### config.mk
export PLATFORM = sky130hd
export DESIGN_NAME = sr_bank_ctrl
export DESIGN_NICKNAME = d
export VERILOG_FILES = /design/src/rtl/sr_bank_ctrl.sv
export SDC_FILE = /design/constraint.sdc
export NUM_CORES = 1
export LEC_CHECK = 0
export CORE_UTILIZATION = 39
export DETAILED_ROUTE_END_ITERATION = 8
export MAX_ROUTING_LAYER = met4
export PLACE_DENSITY = 0.74
export SETUP_SLACK_MARGIN = 0.4
export SLEW_MARGIN = 0
export SYNTH_ARGS = -nofsm -noshare
export SYNTH_HDL_FRONTEND = slang
export SYNTH_SLANG_ARGS = --single-unit
### constraint.sdc
create_clock -name clk -period 3.1 [get_ports clk]
set_input_delay 0.775 -clock clk [delete_from_list [all_inputs] [get_ports clk]]
set_output_delay 0.775 -clock clk [all_outputs]
set_load 0.03 [all_outputs]
### src/rtl/sr_bank_ctrl.sv
// sr_bank_ctrl
// Round-robin controller sharing a bank of NFF SR flip-flops among NREQ
// requesters. One request is granted at a time, and the selected flop gets a
// single-cycle set or reset pulse. The block never drives s=r=1.
//
// Optional feature macro: SR_BANK_CTRL_READBACK_EN
//   defined   : a CHECK state compares q_in against the expected value.
//               Request-to-done latency is 3 cycles.
//   undefined : DRIVE returns straight to IDLE and q_in is ignored.
//               Latency is 2 cycles, and err flags only an out-of-range index.
//
// Ports
//   clk    : clock, rising edge
//   rst_n  : synchronous active-low reset
//   req    : per-requester request
//   op     : per-requester operation, 1 = set, 0 = clear
//   idx    : per-requester flop index, requester k at [k*IDXW +: IDXW]
//   gnt    : one-hot grant pulse (during DRIVE)
//   done   : one-hot completion pulse (first IDLE cycle after the operation)
//   err    : error flag, pulses with done
//   s_out  : set lines to the flop bank
//   r_out  : reset lines to the flop bank
//   q_in   : q readback from the flop bank
//   busy   : high while not IDLE
module sr_bank_ctrl #(
    parameter int NREQ = 4,
    parameter int NFF  = 8,
    parameter int IDXW = 3
) (
    input  logic                 clk,
    input  logic                 rst_n,
    input  logic [NREQ-1:0]      req,
    input  logic [NREQ-1:0]      op,
    input  logic [NREQ*IDXW-1:0] idx,
    output logic [NREQ-1:0]      gnt,
    output logic [NREQ-1:0]      done,
    output logic                 err,
    output logic [NFF-1:0]       s_out,
    output logic [NFF-1:0]       r_out,
    input  logic [NFF-1:0]       q_in,
    output logic                 busy
);

    localparam int PW = (NREQ > 1) ? $clog2(NREQ) : 1;

    typedef enum logic [1:0] {
        IDLE  = 2'd0,
        DRIVE = 2'd1,
        CHECK = 2'd2
    } state_t;

    state_t            state_r, state_s;
    logic [PW-1:0]     ptr_r, ptr_s;
    logic [PW-1:0]     win_r, win_s;
    logic              op_r, op_s;
    logic [IDXW-1:0]   idx_r, idx_s;
    logic [PW-1:0]     arb_s;
    logic              found_s;
    logic [IDXW-1:0]   req_idx_s;
    logic              in_range_s;
    logic [NREQ-1:0]   gnt_s, done_s;
    logic              err_s, busy_s;
    logic [NFF-1:0]    s_s, r_s;

    // One-hot requester vector for requester number sel.
    function automatic logic [NREQ-1:0] req_onehot(input logic [PW-1:0] sel);
        logic [NREQ-1:0] v;
        v = '0;
        for (int i = 0; i < NREQ; i++) begin
            if (sel == PW'(i)) begin
                v[i] = 1'b1;
            end else begin
                v[i] = 1'b0;
            end
        end
        return v;
    endfunction

    // One-hot flop select. An index of NFF or above yields all zeros, so an
    // out-of-range request can never reach the bank.
    function automatic logic [NFF-1:0] flop_sel(input logic [IDXW-1:0] i_idx);
        logic [NFF-1:0] v;
        v = '0;
        for (int i = 0; i < NFF; i++) begin
            if (i_idx == IDXW'(i)) begin
                v[i] = 1'b1;
            end else begin
                v[i] = 1'b0;
            end
        end
        return v;
    endfunction

    // Round-robin search starting at the pointer and wrapping modulo NREQ.
    always_comb begin
        logic [PW-1:0] cand;
        found_s = 1'b0;
        arb_s   = ptr_r;
        cand    = ptr_r;
        for (int i = 0; i < NREQ; i++) begin
            cand = PW'((int'(ptr_r) + i) % NREQ);
            if (!found_s && req[cand]) begin
                found_s = 1'b1;
                arb_s   = cand;
            end else begin
                found_s = found_s;
            end
        end
        req_idx_s = idx[int'(arb_s)*IDXW +: IDXW];
    end

    assign in_range_s = |flop_sel(idx_r);

`ifdef SR_BANK_CTRL_READBACK_EN
    logic q_bit_s;
    assign q_bit_s = |(q_in & flop_sel(idx_r));
`else
    logic unused_s;
    assign unused_s = ^{q_in, op_r};
`endif

    // Next state and next registered outputs.
    always_comb begin
        state_s = state_r;
        ptr_s   = ptr_r;
        win_s   = win_r;
        op_s    = op_r;
        idx_s   = idx_r;
        gnt_s   = '0;
        done_s  = '0;
        err_s   = 1'b0;
        s_s     = '0;
        r_s     = '0;
        case (state_r)
            IDLE: begin
                if (found_s) begin
                    win_s = arb_s;
                    op_s  = op[arb_s];
                    idx_s = req_idx_s;
                    ptr_s = PW'((int'(arb_s) + 1) % NREQ);
                    gnt_s = req_onehot(arb_s);
                    // The pulse is registered on the grant edge, so it is
                    // visible during DRIVE together with gnt.
                    if (op[arb_s]) begin
                        s_s = flop_sel(req_idx_s);
                    end else begin
                        r_s = flop_sel(req_idx_s);
                    end
                    state_s = DRIVE;
                end else begin
                    state_s = IDLE;
                end
            end
            DRIVE: begin
`ifdef SR_BANK_CTRL_READBACK_EN
                state_s = CHECK;
`else
                state_s = IDLE;
                done_s  = req_onehot(win_r);
                err_s   = !in_range_s;
`endif
            end
            CHECK: begin
                state_s = IDLE;
`ifdef SR_BANK_CTRL_READBACK_EN
                done_s  = req_onehot(win_r);
                err_s   = !in_range_s || (q_bit_s != op_r);
`endif
            end
            default: begin
                state_s = IDLE;
            end
        endcase
        busy_s = (state_s != IDLE);
    end

    // State, transaction context and output registers.
    always_ff @(posedge clk) begin
        if (!rst_n) begin
            state_r <= IDLE;
            ptr_r   <= '0;
            win_r   <= '0;
            op_r    <= 1'b0;
            idx_r   <= '0;
            gnt     <= '0;
            done    <= '0;
            err     <= 1'b0;
            s_out   <= '0;
            r_out   <= '0;
            busy    <= 1'b0;
        end else begin
            state_r <= state_s;
            ptr_r   <= ptr_s;
            win_r   <= win_s;
            op_r    <= op_s;
            idx_r   <= idx_s;
            gnt     <= gnt_s;
            done    <= done_s;
            err     <= err_s;
            s_out   <= s_s;
            r_out   <= r_s;
            busy    <= busy_s;
        end
    end

endmodule

==> results of run 1 <==
## synth_stat cells
library cell  number
a21o_1             1
a21oi_1            7
and2b_1            1
and3_1             4
buf_2              2
buf_6              1
clkbuf_1           2
conb_1             1
dfxtp_1           30
ha_1               4
inv_1              6
mux2_2             3
mux2i_1           10
mux4_2             1
nand2_1            5
nand3_1            1
nor2_1             6
nor2b_1            4
nor3_1             2
nor4_1            15
nor4_2             1
o21ai_0            4
o221a_1            1
or2_1              1
or2_2              1
## kinds of logic after synthesis
| kind of cell | Yosys count |
|---|---|
| flops | 30 |
| buf+inv | 11 |
| fa+ha+maj | 4 |
| compound gates | 13 |
| simple gates | 41 |
| other cells | 1 |
| mux | 14 |
## metrics by stage
| stage | setup WS, ns | hold WS [ns] | utilization [%] |
|---|---|---|---|
| after floorplan | 0.732 | 0.413 | - |
| after detailed placement | 0.0634 | 0.435 | 60.4 |
| after CTS | 0.459 | 0.450 | 62.6 |
| after global routing | 0.615 | 0.464 | 67.5 |
| after global placement | 0.132 | 0.423 | 60.4 |
| final | 0.676 | 0.448 | 67.5 |
## where the power goes
group | internal (mW) | switching (mW)
sequential | 0.410 | 0.0142
combinational | 0.145 | 0.205
clock | 0.110 | 0.122
## timing repair
action,in CTS,in global routing
pin swaps,0,4
hold endpoints to repair,0,0
setup buffers,0,1
hold buffers,0,0
resized for setup,1,22
endpoints found under the setup margin,2,15
## flip-flops by register name, indices dropped and copies added, names as in the netlist
signal and cells:
err 1, r_out 8, ptr_r 2, done 4, s_out 8, busy 1
win_r 2, gnt 4
## worst max-delay path, cell delays in order
cell and delay, ns:
dlymetal6s2s_1 0.17, and2b_1 0.21, a21oi_2 0.12, o221a_1 0.25
mux4_2 0.54, or2_4 0.29, buf_12 0.15, nor4_4 0.15
## area by class of cell
cell class	instances	area share [%]
Tap cell	31	2.05
Timing Repair Buffer	54	29.0
Inverter	6	1.19
Clock inverter	1	0.264
Clock buffer	7	2.91
Sequential cell	30	31.7
Multi-Input combinational cell	73	32.8
## path summary, 6_finish.rpt
kind	start	endpoint	slack, ns	cells after the start
max reg2reg	ptr_r[1]	r_out[5]	0.94	7
max	req[0]	r_out[5]	0.68	8
min	win_r[1]	done[1]	0.45	1
min reg2reg	win_r[1]	done[1]	0.45	1
## routing by layer
| metal | GRT usage (%) | part of all wire (%) | vias to the layer above |
|---|---|---|---|
| met5 | - | 0 | - |
| met4 | 12.2 | 2.5 | 0 |
| met3 | 3.92 | 4.6 | 7 |
| met2 | 31.8 | 53 | 44 |
| met1 | 17.4 | 40 | 481 |
| li1 | - | - | 520 |
==> impl_metrics.ini, run 1 <==
[floorplanning]
die_h_um = 56.7
rows = 19
dieArea_sq_um = 3220
die_w_um = 56.7
start_util_pct = 41.7
core-area_sq_um = 2810
ios = 56

[cells_and_area]
area.sequential_sq_um = 601
final_common_cell = clkdlybuf4s50_1
final_area_sq_um = 1890
final_layout_size_suffix_gt1_share_pct = 18.1
antenna_cells = 0
finalNonFillerCells = 202
multi_input_area_sq_um = 622
nNetsFinal = 204
final_cell_mix = clkdlybuf4s50_1 (43), dfxtp_1 (30), mux2i_1 (8), nor4_1 (8)
syn_to_final_growth_pct = 62.0
fillerInstances = 229

[timing]
max_slew_margin_pct = 50.2
setup-tns-final_ns = 0
slew_viol_final = 0
period_share_pct = 78.2
setup_viol = 0
max_slew.worst_pin.slew_ns = 0.733
skew_ns = 0.00199
min_period_ns = 2.42
fmax_mhz = 413
hold_violations = 0
rsz0062_at_grt = no

[clock_network]
cts_sinks = 30
clockRootBuffer = clkbuf_4
clk_path_buf_depth = 2
cts_tree = yes
numCtsBuffers = 5
cts_max_level = 2
clk_pin_slew_ns = 0.08
clock_latency_ns = 0.32

[synthesis]
syn_avg_cell_area_sq_um = 10.3
synth_seq_cells = 30
ys_top_cells_by_area = dfxtp_1 (51%), mux2i_1 (8.6%), nor4_1 (8.0%), ha_1 (4.3%), a21oi_1 (3.0%)
mappedNetlistArea_sq_um = 1170
yosysSeqAreaShare_pct = 51.4
synth_compound_area_share_pct = 6.32
synth_fp_nets = 148
synthSimpleGateAreaFrac_pct = 19.9
synth_top_family_by_area = simple AND/OR/NAND/NOR gates
netlist_instances = 114
yosys_warnings = 0
synth_top_area_share_pct = 51.4
synth_cell_types = 25
synthMuxAreaShare_pct = 13.4
synth_xor_area_share_pct = 0
synth_top_cell_by_area = dfxtp_1
synthAdderAreaFrac_pct = 4.28

[worst_setup_path]
worstSetupPathType = input pin to register
startpoint_type = input pin
cp_max_fo = 7
cp_data_arrival_time_ns = 2.65
cp.required_ns = 3.33
worst_setup_path_end_kind = register

[hold_path]
hp-class = register to register

[global_route]
gr-total-overflow = 0
grt_pass1_vias = 1041
grt.total_usage_pct = 18.0
antenna_found_initial = 0
grt_start_max_net_pins = 13
grt_pass1_wl_mm = 4.24

[run]
cap_violations = 0

[power_and_ir_drop]
p_leak_nw = 0.758
pwr_density_cell_nw_per_um2 = 531
p_total_mw = 1.01
vdd_drop_max_mv = 0.384

[detailed_routing]
wire_per_inst_um = 14.4
drt_wl_total_mm = 2.91
vias = 1052
first_pass_iters = 8
postRouteAntennaNets = 0
drtIter0Drc = 20
drc_errors = 4
viasPerCell = 5.21

[placement]
portBuffers = 47
dp_hpwl_mm = 1.98
dpl.cell_count = 193
place.gp.congestion = 0.792
place_area_sq_um = 1690

[run_status]
violations = DRC
status = complete, but fails checks
(Power assumes the default switching activity.)
==> run 2: changes to the inputs <==
Clock period 3.1 ns to 2.5 ns, I/O delays scaled along.
==> impl_metrics.ini, run 2 (synthesis results as in run 1) <==
[timing]
rsz0062_at_grt = no
skew_ns = 0.00931
hold_violations = 0
fmax_mhz = 487
min_period_ns = 2.05
slew_viol_final = 0
period_share_pct = 82.1
setup_viol = 0

[hold_path]
min_from = win_r[1]
hp-class = register to register
whs_path_depth = 1
hold_path_end = done[1]

[worst_setup_path]
cp_slowest_stage_delay_ns = 0.30
cp_slowest_cell = nor4_1
rr_worst_depth = 8
cp.required_ns = 2.71
cp_data_arrival_time_ns = 2.26
rr_startpoint = ptr_r[0]
cp_max_fo = 6
r2r_setup_slack_ns = 0.49
worst_setup_path_end_kind = register
worstSetupPathType = input pin to register
cp_cell_sequence = buf_6 > buf_4 > a21o_1 > o21ai_2 > buf_6 > mux2i_2 > mux2i_1 > buf_4 > nor4_1
r2r_end = s_out[3]
worstSetupStartpoint = req[0]
startpoint_type = input pin

[detailed_routing]
first_pass_iters = 6
wl_met2_mm = 1.46
vias = 1071
postRouteAntennaNets = 0
top_layer_used = met4
drt_wl_total_mm = 2.74
drtIter0Drc = 13
met3WireLength_um = 117
viasPerCell = 5.28
wire_per_inst_um = 13.5
wl_met1_mm = 1.09
drc_errors = 4

[run_status]
violations = DRC
status = complete, but fails checks

[cells_and_area]
postLayoutCoreUtil_pct = 68.3
final_common_cell = clkdlybuf4s50_1
nNetsFinal = 206
syn_to_final_growth_pct = 63.9
fillerInstances = 231
final_layout_size_suffix_gt1_share_pct = 27.9
reg_top3 = r_out: 8 flops, s_out: 8 flops
antenna_cells = 0
final_cell_mix = clkdlybuf4s50_1 (43), dfxtp_1 (29), nor4_2 (10)

[power_and_ir_drop]
p_leak_nw = 0.731
p_total_mw = 1.23
netSwitchingPower_mw = 0.410
seq_power_share_pct = 43.0
swShare_pct = 33.5
clock_power_share_pct = 20.2
pwr-share-comb_pct = 36.8
intPower_mw = 0.816
vdd_drop_max_mv = 0.330
pwr_density_cell_nw_per_um2 = 640

[placement]
place.gp.congestion = 0.806
dp_hpwl_mm = 2.01
portBuffers = 47

[clock_network]
clk_pin_slew_ns = 0.08
numCtsBuffers = 5
cts_sinks = 30
clk_path_buf_depth = 2
clock_latency_ns = 0.31
cts_max_level = 2
clockRootBuffer = clkbuf_4
cts_tree = yes
post-cts-setup-buffer-count = 0
ctsHoldBuffers = 0

[global_route]
grt_start_max_net_pins = 12
antenna_found_initial = 0
grt_pass1_vias = 1087
gr-total-overflow = 0
grt_pass1_wl_mm = 4.49
grt.total_usage_pct = 18.8

[floorplanning]
start_util_pct = 41.7
ios = 56
die_w_um = 56.7
die_h_um = 56.7
rows = 19
dieArea_sq_um = 3220
core-area_sq_um = 2810

[run]
cap_violations = 0
[run 2: cell types whose count changed in the layout (fill, tap and decap cells not counted), moves of 3 or more]
| cell | change |
|---|---|
| nor4_2 | +7 |
| buf_4 | +3 |
| nor4_4 | -4 |
| dlymetal6s2s_1 | -4 |
| nor4_1 | -3 |
| buf_6 | +3 |
| mux2i_1 | -4 |
[run 2: worst max-delay path by stage]
stage	end	slack (ns)	cells after the start
6_report	s_out[3]	0.45	9
5_1_grt	s_out[3]	0.39	9
4_1_cts	r_out[5]	0.39	7
3_5_place_dp	r_out[1]	-0.41	7
3_3_place_gp	r_out[1]	-0.30	7
2_1_floorplan	r_out[0]	0.31	7
[run 2: power by group through the flow]
stage	Sequential [mW]	Combinational [mW]	Clock, mW
floorplan	0.576	0.180	0
global placement	0.534	0.348	0
detailed placement	0.535	0.363	0
CTS	0.526	0.408	0.249
global route	0.530	0.482	0.278
finish	0.527	0.451	0.248
[run 2: repair_timing]
| action | in CTS | in global routing |
|---|---|---|
| endpoints found under the setup margin | 19 | 16 |
| pin swaps | 4 | 2 |
| gates resized for setup | 36 | 16 |
[run 2: per-stage QoR]
stage | setup WS, ns | area [sq um] | instances | hold WS (ns) | TNS [ns]
global placement | -0.297 | 1720 | 196 | 0.421 | -3.70
floorplan | 0.313 | 1170 | 114 | 0.413 | 0
global route | 0.393 | 1920 | 203 | 0.476 | 0
detailed placement | -0.406 | 1720 | 196 | 0.430 | -5.04
finish | 0.447 | 1920 | 203 | 0.448 | 0
CTS | 0.389 | 1840 | 203 | 0.442 | 0
[run 2: final cells by class]
type,instances,area (sq um),share of cell area (%)
multi-input combinational,73,667,34.8
sequential,30,602,31.4
inverter,6,22.5,1.18
timing repair buffer,56,541,28.2
tap,31,38.8,2.02
clock buffer,7,45.0,2.35
[run 2: routing by layer]
layer / vias to the layer above / global-route usage [%]
met1: 511 / 18.7
met3: 8 / 4.61
li1: 517 / -
met2: 35 / 33.0
met5: - / -
met4: 0 / 11.5
[run 2: critical path: cells and delay by family]
family                 cells  cell delay (ns)
muxes                      2             0.36
and+or+nand+nor            1             0.30
buffers and inverters      4             0.57
AOI/OAI and AO/OA          2             0.39
